<file path="src/rtl/alu_opdec_seq.sv">
// -----------------------------------------------------------------------------
// alu_opdec_seq
//
// Registered opcode decoder that sits between instruction issue and the ALU
// datapath. It takes an opcode over a valid/ready handshake and returns a
// registered one-hot control vector. It also sets when the ALU result is
// valid: single-cycle ops complete one edge after the accept, and MUL/DIV hold
// the control vector while a latency counter runs down.
//
// Handshake semantics (both sides):
//   A transfer happens on a rising edge where valid && ready are both high.
//   The producer holds its payload stable while valid is high and ready is
//   low. Input side: in_valid/in_ready with opcode as the payload. Output
//   side: out_valid/out_ready with ctrl_sig/illegal as the payload. in_ready
//   is combinational: it is 1 in IDLE and equals out_ready in DONE, so a new
//   op can enter in the same edge that the previous result leaves.
//
// Ports:
//   clock      in   rising-edge clock
//   reset_n    in   asynchronous active-low reset
//   opcode     in   [OP_W]     opcode, sampled only on an accept
//   in_valid   in   opcode valid
//   in_ready   out  block can accept an opcode
//   ctrl_sig   out  [NUM_OPS]  registered one-hot op select (zero if illegal)
//   out_valid  out  op complete; ctrl_sig/illegal are valid
//   out_ready  in   consumer takes the result
//   illegal    out  accepted opcode >= NUM_OPS; qualified by out_valid
//   busy       out  multi-cycle op in progress
//   dbg_state  out  [2]  current FSM state (0 IDLE, 1 BUSY, 2 DONE)
//
// Optional feature, macro ALU_OPDEC_ERR_STICKY_EN:
//   err_clear  in   clears the sticky error record at the next edge
//   err_sticky out  set by the accept of an illegal opcode
//   err_opcode out  [OP_W] first offending opcode since the last clear
// -----------------------------------------------------------------------------
module alu_opdec_seq #(
  parameter int OP_W    = 5,
  parameter int NUM_OPS = 8,
  parameter int MUL_OP  = 6,
  parameter int DIV_OP  = 7,
  parameter int MUL_LAT = 3,
  parameter int DIV_LAT = 8,
  parameter int CNT_W   = 4
) (
  input  logic               clock,
  input  logic               reset_n,
  input  logic [OP_W-1:0]    opcode,
  input  logic               in_valid,
  output logic               in_ready,
  output logic [NUM_OPS-1:0] ctrl_sig,
  output logic               out_valid,
  input  logic               out_ready,
  output logic               illegal,
  output logic               busy,
`ifdef ALU_OPDEC_ERR_STICKY_EN
  input  logic               err_clear,
  output logic               err_sticky,
  output logic [OP_W-1:0]    err_opcode,
`endif
  output logic [1:0]         dbg_state
);

  typedef enum logic [1:0] {
    ST_IDLE = 2'd0,
    ST_BUSY = 2'd1,
    ST_DONE = 2'd2
  } state_t;

  // One extra bit so that NUM_OPS == 2**OP_W still compares correctly.
  localparam logic [OP_W:0]    LP_NUM_OPS  = (OP_W+1)'(NUM_OPS);
  localparam logic [OP_W-1:0]  LP_MUL_OP   = OP_W'(MUL_OP);
  localparam logic [OP_W-1:0]  LP_DIV_OP   = OP_W'(DIV_OP);
  // The accept edge is edge 1 of the latency, so the counter is loaded
  // with LAT-1 and BUSY is left on the edge where it reads 1.
  localparam logic [CNT_W-1:0] LP_MUL_LOAD = CNT_W'(MUL_LAT - 1);
  localparam logic [CNT_W-1:0] LP_DIV_LOAD = CNT_W'(DIV_LAT - 1);

  state_t             r_state;
  state_t             w_state_nxt;
  logic [CNT_W-1:0]   r_cnt;
  logic [CNT_W-1:0]   w_cnt_nxt;
  logic [NUM_OPS-1:0] r_ctrl;
  logic [NUM_OPS-1:0] w_ctrl_nxt;
  logic               r_illegal;
  logic               w_illegal_nxt;

  logic               w_accept;
  logic               w_legal;
  logic               w_multi;
  logic [NUM_OPS-1:0] w_dec;
  logic [CNT_W-1:0]   w_lat_load;

  // ---------------------------------------------------------------------------
  // Opcode decode (combinational, registered only on an accept)
  // ---------------------------------------------------------------------------
  always_comb begin
    w_legal = ({1'b0, opcode} < LP_NUM_OPS);
    w_dec   = '0;
    for (int i = 0; i < NUM_OPS; i++) begin
      if (w_legal && (opcode == OP_W'(i))) begin
        w_dec[i] = 1'b1;
      end
    end
    w_multi    = w_legal && ((opcode == LP_MUL_OP) || (opcode == LP_DIV_OP));
    w_lat_load = (opcode == LP_DIV_OP) ? LP_DIV_LOAD : LP_MUL_LOAD;
  end

  assign in_ready = (r_state == ST_IDLE) ||
                    ((r_state == ST_DONE) && out_ready);
  assign w_accept = in_valid && in_ready;

  // ---------------------------------------------------------------------------
  // FSM: next state, counter and held decode
  // ---------------------------------------------------------------------------
  always_comb begin
    w_state_nxt   = r_state;
    w_cnt_nxt     = r_cnt;
    w_ctrl_nxt    = r_ctrl;
    w_illegal_nxt = r_illegal;

    case (r_state)
      ST_IDLE: begin
        // Accept handled below.
      end
      ST_BUSY: begin
        // <= 1 rather than == 1 keeps a corrupted count from wrapping.
        if (r_cnt <= CNT_W'(1)) begin
          w_state_nxt = ST_DONE;
          w_cnt_nxt   = '0;
        end else begin
          w_cnt_nxt = r_cnt - CNT_W'(1);
        end
      end
      ST_DONE: begin
        if (out_ready && !w_accept) begin
          w_state_nxt   = ST_IDLE;
          w_ctrl_nxt    = '0;
          w_illegal_nxt = 1'b0;
        end
      end
      default: begin
        w_state_nxt   = ST_IDLE;
        w_cnt_nxt     = '0;
        w_ctrl_nxt    = '0;
        w_illegal_nxt = 1'b0;
      end
    endcase

    // An accept can only happen in IDLE or in DONE with out_ready high. In
    // DONE this retires the current result and loads the new one in the same
    // edge, so there is no bubble between ops.
    if (w_accept) begin
      w_ctrl_nxt    = w_dec;
      w_illegal_nxt = !w_legal;
      if (w_multi) begin
        w_state_nxt = ST_BUSY;
        w_cnt_nxt   = w_lat_load;
      end else begin
        w_state_nxt = ST_DONE;
        w_cnt_nxt   = '0;
      end
    end
  end

  always_ff @(posedge clock or negedge reset_n) begin
    if (!reset_n) begin
      r_state   <= ST_IDLE;
      r_cnt     <= '0;
      r_ctrl    <= '0;
      r_illegal <= 1'b0;
    end else begin
      r_state   <= w_state_nxt;
      r_cnt     <= w_cnt_nxt;
      r_ctrl    <= w_ctrl_nxt;
      r_illegal <= w_illegal_nxt;
    end
  end

  assign ctrl_sig  = r_ctrl;
  assign illegal   = r_illegal;
  assign out_valid = (r_state == ST_DONE);
  assign busy      = (r_state == ST_BUSY);
  assign dbg_state = r_state;

`ifdef ALU_OPDEC_ERR_STICKY_EN
  // ---------------------------------------------------------------------------
  // Sticky illegal-opcode record. It keeps the first offender. A set in the
  // same edge as a clear wins and records the new opcode.
  // ---------------------------------------------------------------------------
  logic            r_err_sticky;
  logic [OP_W-1:0] r_err_opcode;
  logic            w_err_set;

  assign w_err_set = w_accept && !w_legal;

  always_ff @(posedge clock or negedge reset_n) begin
    if (!reset_n) begin
      r_err_sticky <= 1'b0;
      r_err_opcode <= '0;
    end else if (w_err_set) begin
      r_err_sticky <= 1'b1;
      if (!r_err_sticky || err_clear) begin
        r_err_opcode <= opcode;
      end
    end else if (err_clear) begin
      r_err_sticky <= 1'b0;
      r_err_opcode <= '0;
    end
  end

  assign err_sticky = r_err_sticky;
  assign err_opcode = r_err_opcode;
`endif

endmodule

</file>
<file path="config.mk">
export PLATFORM = sky130hd
export DESIGN_NAME = alu_opdec_seq
export DESIGN_NICKNAME = d
export VERILOG_FILES = /design/src/rtl/alu_opdec_seq.sv
export SDC_FILE = /design/constraint.sdc
export NUM_CORES = 1
export LEC_CHECK = 0
export CORE_UTILIZATION = 46
export DETAILED_ROUTE_END_ITERATION = 8
export PLACE_DENSITY = 0.77
export SYNTH_ARGS = -nofsm -noshare
export SYNTH_HDL_FRONTEND = slang
export SYNTH_SLANG_ARGS = --single-unit
</file>
<file path="constraint.sdc">
create_clock -name clock -period 1.6 [get_ports clock]
set_input_delay 0.24 -clock clock [delete_from_list [all_inputs] [get_ports clock]]
set_output_delay 0.24 -clock clock [all_outputs]
set_load 0.005 [all_outputs]
</file>
==> results_dict.tcl <==
set metrics [dict create \
    outcome "completed" \
    p_per_area_nw_per_um2 680 \
    drive_gt1_share_pct 22.1 \
    dpl_cell_area_um2 1120 \
    critical_path_arrival_ps 1300 \
    hold_path_class "input port to asynchronous set/reset pin" \
    core-area_um2 1590 \
    port-buffer-count 22 \
    worstMarginPinSlew_ps 405 \
    num_vias 731 \
    clock_path_buffers 2 \
    tns_ps 0 \
    layout_setup_ws_ps 57.2 \
    holdBufCountCts 0 \
    dp.final_hpwl_um 1400 \
    pin_count 23 \
    ys_ff_latch 15 \
    cts_tree "built" \
    critical_path_class "flop to output port" \
    relSlewSlack_pct 72.9 \
    synthDistinctLibCells 34 \
    grt_start_max_net_pins 10 \
    n_antenna_cell 0 \
    irDropWorstVdd_mv 0.378 \
    initialDrtViolationCount 12 \
    crit_required_ps 1360 \
    period_share_pct 96.4 \
    stdcell_count 137 \
    ant_nets 0 \
    post-place-ws_ps -66.4 \
    groute.usage.overall_pct 20.9 \
    dr.pass1.iters 6 \
    mostFrequentLayoutCells "19 x clkdlybuf4s50_1, 14 x dfrtp_1, 14 x buf_4" \
    synthCells 76 \
    fmax_mhz 648 \
    syn_nets 87 \
    gp_congestion 0.831 \
    cts_buffers 3 \
    cpPeakStageDelay_ps 490 \
    clock-sinks 15 \
    dpl.cell_count 130 \
    maxCapViolCount 0 \
    grt_pass1_wl_um 2990 \
    crit_chain "buf_6 > clkdlybuf4s50_1" \
    p_total_w 0.000809 \
    grt_pass1_vias 729 \
    nFillCells 126 \
    clk_pin_slew_ps 80 \
    start_util_pct 51.5 \
    wl_per_cell_um 13.4 \
    crit_fanout 5 \
    clk_latency_ps 270 \
    yosysSeqAreaShare_pct 45.7 \
    wl_um 1840 \
    startpoint_type "flop" \
    r2r_slack_ps 80 \
    yosys_warnings 0 \
    die_y_um 44.2 \
    rows 14 \
    finalHoldViolCount 0 \
    post-synth-top-area-cell "dfrtp_1" \
    grt-ovfl-total 0 \
    synth_area_leaders "dfrtp_1 46%, a22o_1 5.3%, buf_6 4.1%" \
    p_leak_nw 0.580 \
    fin_nets 125 \
    antenna_found_initial 0 \
    syn_avg_cell_area_um2 10.8 \
    finalClockSkew_ps 0.570 \
    fin_crit_ps 1540 \
    die-area_um2 1960 \
    die_x_um 44.2 \
    crit_slowest_cell "clkdlybuf4s50_1" \
    cp-end-kind "output port" \
    syn_area_um2 821 \
    cts-htree-levels 1 \
    fin_area_um2 1190 \
    setup_violations 0 \
    cts_root_buf "clkbuf_4" \
    syn_to_final_growth_pct 45.0 \
    layout_commonest_cell "clkdlybuf4s50_1" \
    drv_slew 0 \
    vias_per_cell 5.34 \
    drc 0 \
    synth_top_area_share_pct 45.7 \
]
-- per-layer routing --
metal	vias up	routed length, µm	track usage [%]	part of all wire (%)
met1	353	875	28.2	48
met2	13	894	33.8	49
met5	-	0	0	0
li1	363	-	-	-
met4	0	9	7.27	0.49
met3	2	56	3.67	3.1
-- path summary, 6_finish.rpt --
path | from | endpoint | cells past startpoint
max | dbg_state[1]$_DFFE_PN0P_ | dbg_state[1] | 2
min | reset_n | r_cnt[3]$_DFFE_PN0P_ | 1
max reg2reg | r_cnt[0]$_DFFE_PN0P_ | r_cnt[1]$_DFFE_PN0P_ | 5
min reg2reg | illegal$_DFFE_PN0P_ | illegal$_DFFE_PN0P_ | 1
max in group asynchronous | reset_n | r_cnt[2]$_DFFE_PN0P_ | 2
min in group clock | illegal$_DFFE_PN0P_ | illegal$_DFFE_PN0P_ | 1
-- worst max-delay path: cells and delay by family, from the launching register on --
| family | cells | cell delay (ps) |
|---|---|---|
| DFF | 1 | 410 |
| buffers and inverters | 2 | 620 |
-- power breakdown --
part / internal, W / switching [W]
clock network: 0.0000964 / 0.000110
registers: 0.000396 / 0.0000130
logic: 0.000105 / 0.0000887
total: 0.000598 / 0.000211
-- per-stage QoR --
stage          utilization [%]  hold WS (ps)
5_1_grt                   74.6           277
3_3_place_gp              70.4           467
4_1_cts                   73.4           257
3_5_place_dp              70.4           469
2_1_floorplan                -         -55.6
6_report                  74.6           257
-- flip-flops by register name, summed over array words and instances (netlist names) --
register and cells:
ctrl_sig 8, illegal 1, dbg_state 2, r_cnt 4
-- cell usage after synthesis --
| library cell | n |
|---|---|
| dfrtp_1 | 15 |
| nor2_1 | 6 |
| a22o_1 | 5 |
| a21oi_1 | 4 |
| nor3_1 | 4 |
| a21o_1 | 3 |
| buf_6 | 3 |
| inv_1 | 3 |
| nand2b_1 | 3 |
| a211o_1 | 2 |
| a211oi_1 | 2 |
| a32o_1 | 2 |
| ha_1 | 2 |
| nor2b_1 | 2 |
| a221oi_1 | 1 |
| a2bb2oi_1 | 1 |
| a31oi_1 | 1 |
| and2_1 | 1 |
| buf_2 | 1 |
| nand2_1 | 1 |
| nand2b_4 | 1 |
| nand3b_1 | 1 |
| nand4bb_1 | 1 |
| nor4_1 | 1 |
| nor4_2 | 1 |
| nor4b_2 | 1 |
| o21a_1 | 1 |
| o21ai_0 | 1 |
| o22a_1 | 1 |
| o22ai_1 | 1 |
| o31ai_1 | 1 |
| or2_2 | 1 |
| or3b_1 | 1 |
| or4_1 | 1 |
-- layout make-up --
cell class	instances	area, µm²	area share, %
Inverter	3	11.3	0.946
Tap cell	24	30.0	2.52
Timing Repair Buffer	37	337	28.3
Clock buffer	4	26.3	2.21
Multi-Input combinational cell	54	409	34.4
Sequential cell	15	377	31.7
-- kinds of logic after synthesis --
family / after synthesis / share of synthesized area, %
and+or+nand+nor: 26 / 21.0
buffers and inverters: 7 / 6.10
AOI/OAI and AO/OA: 26 / 24.1
DFF: 15 / 45.7
adders and majority gates: 2 / 3.05
-- timing repair --
| action | in CTS | in global routing |
|---|---|---|
| endpoints found under the setup margin | 3 | 3 |
| gates resized for setup | 4 | 3 |
| buffers inserted | 2 | 1 |
| cloned | 0 | 0 |
Power figures use the tool's default switching activity.
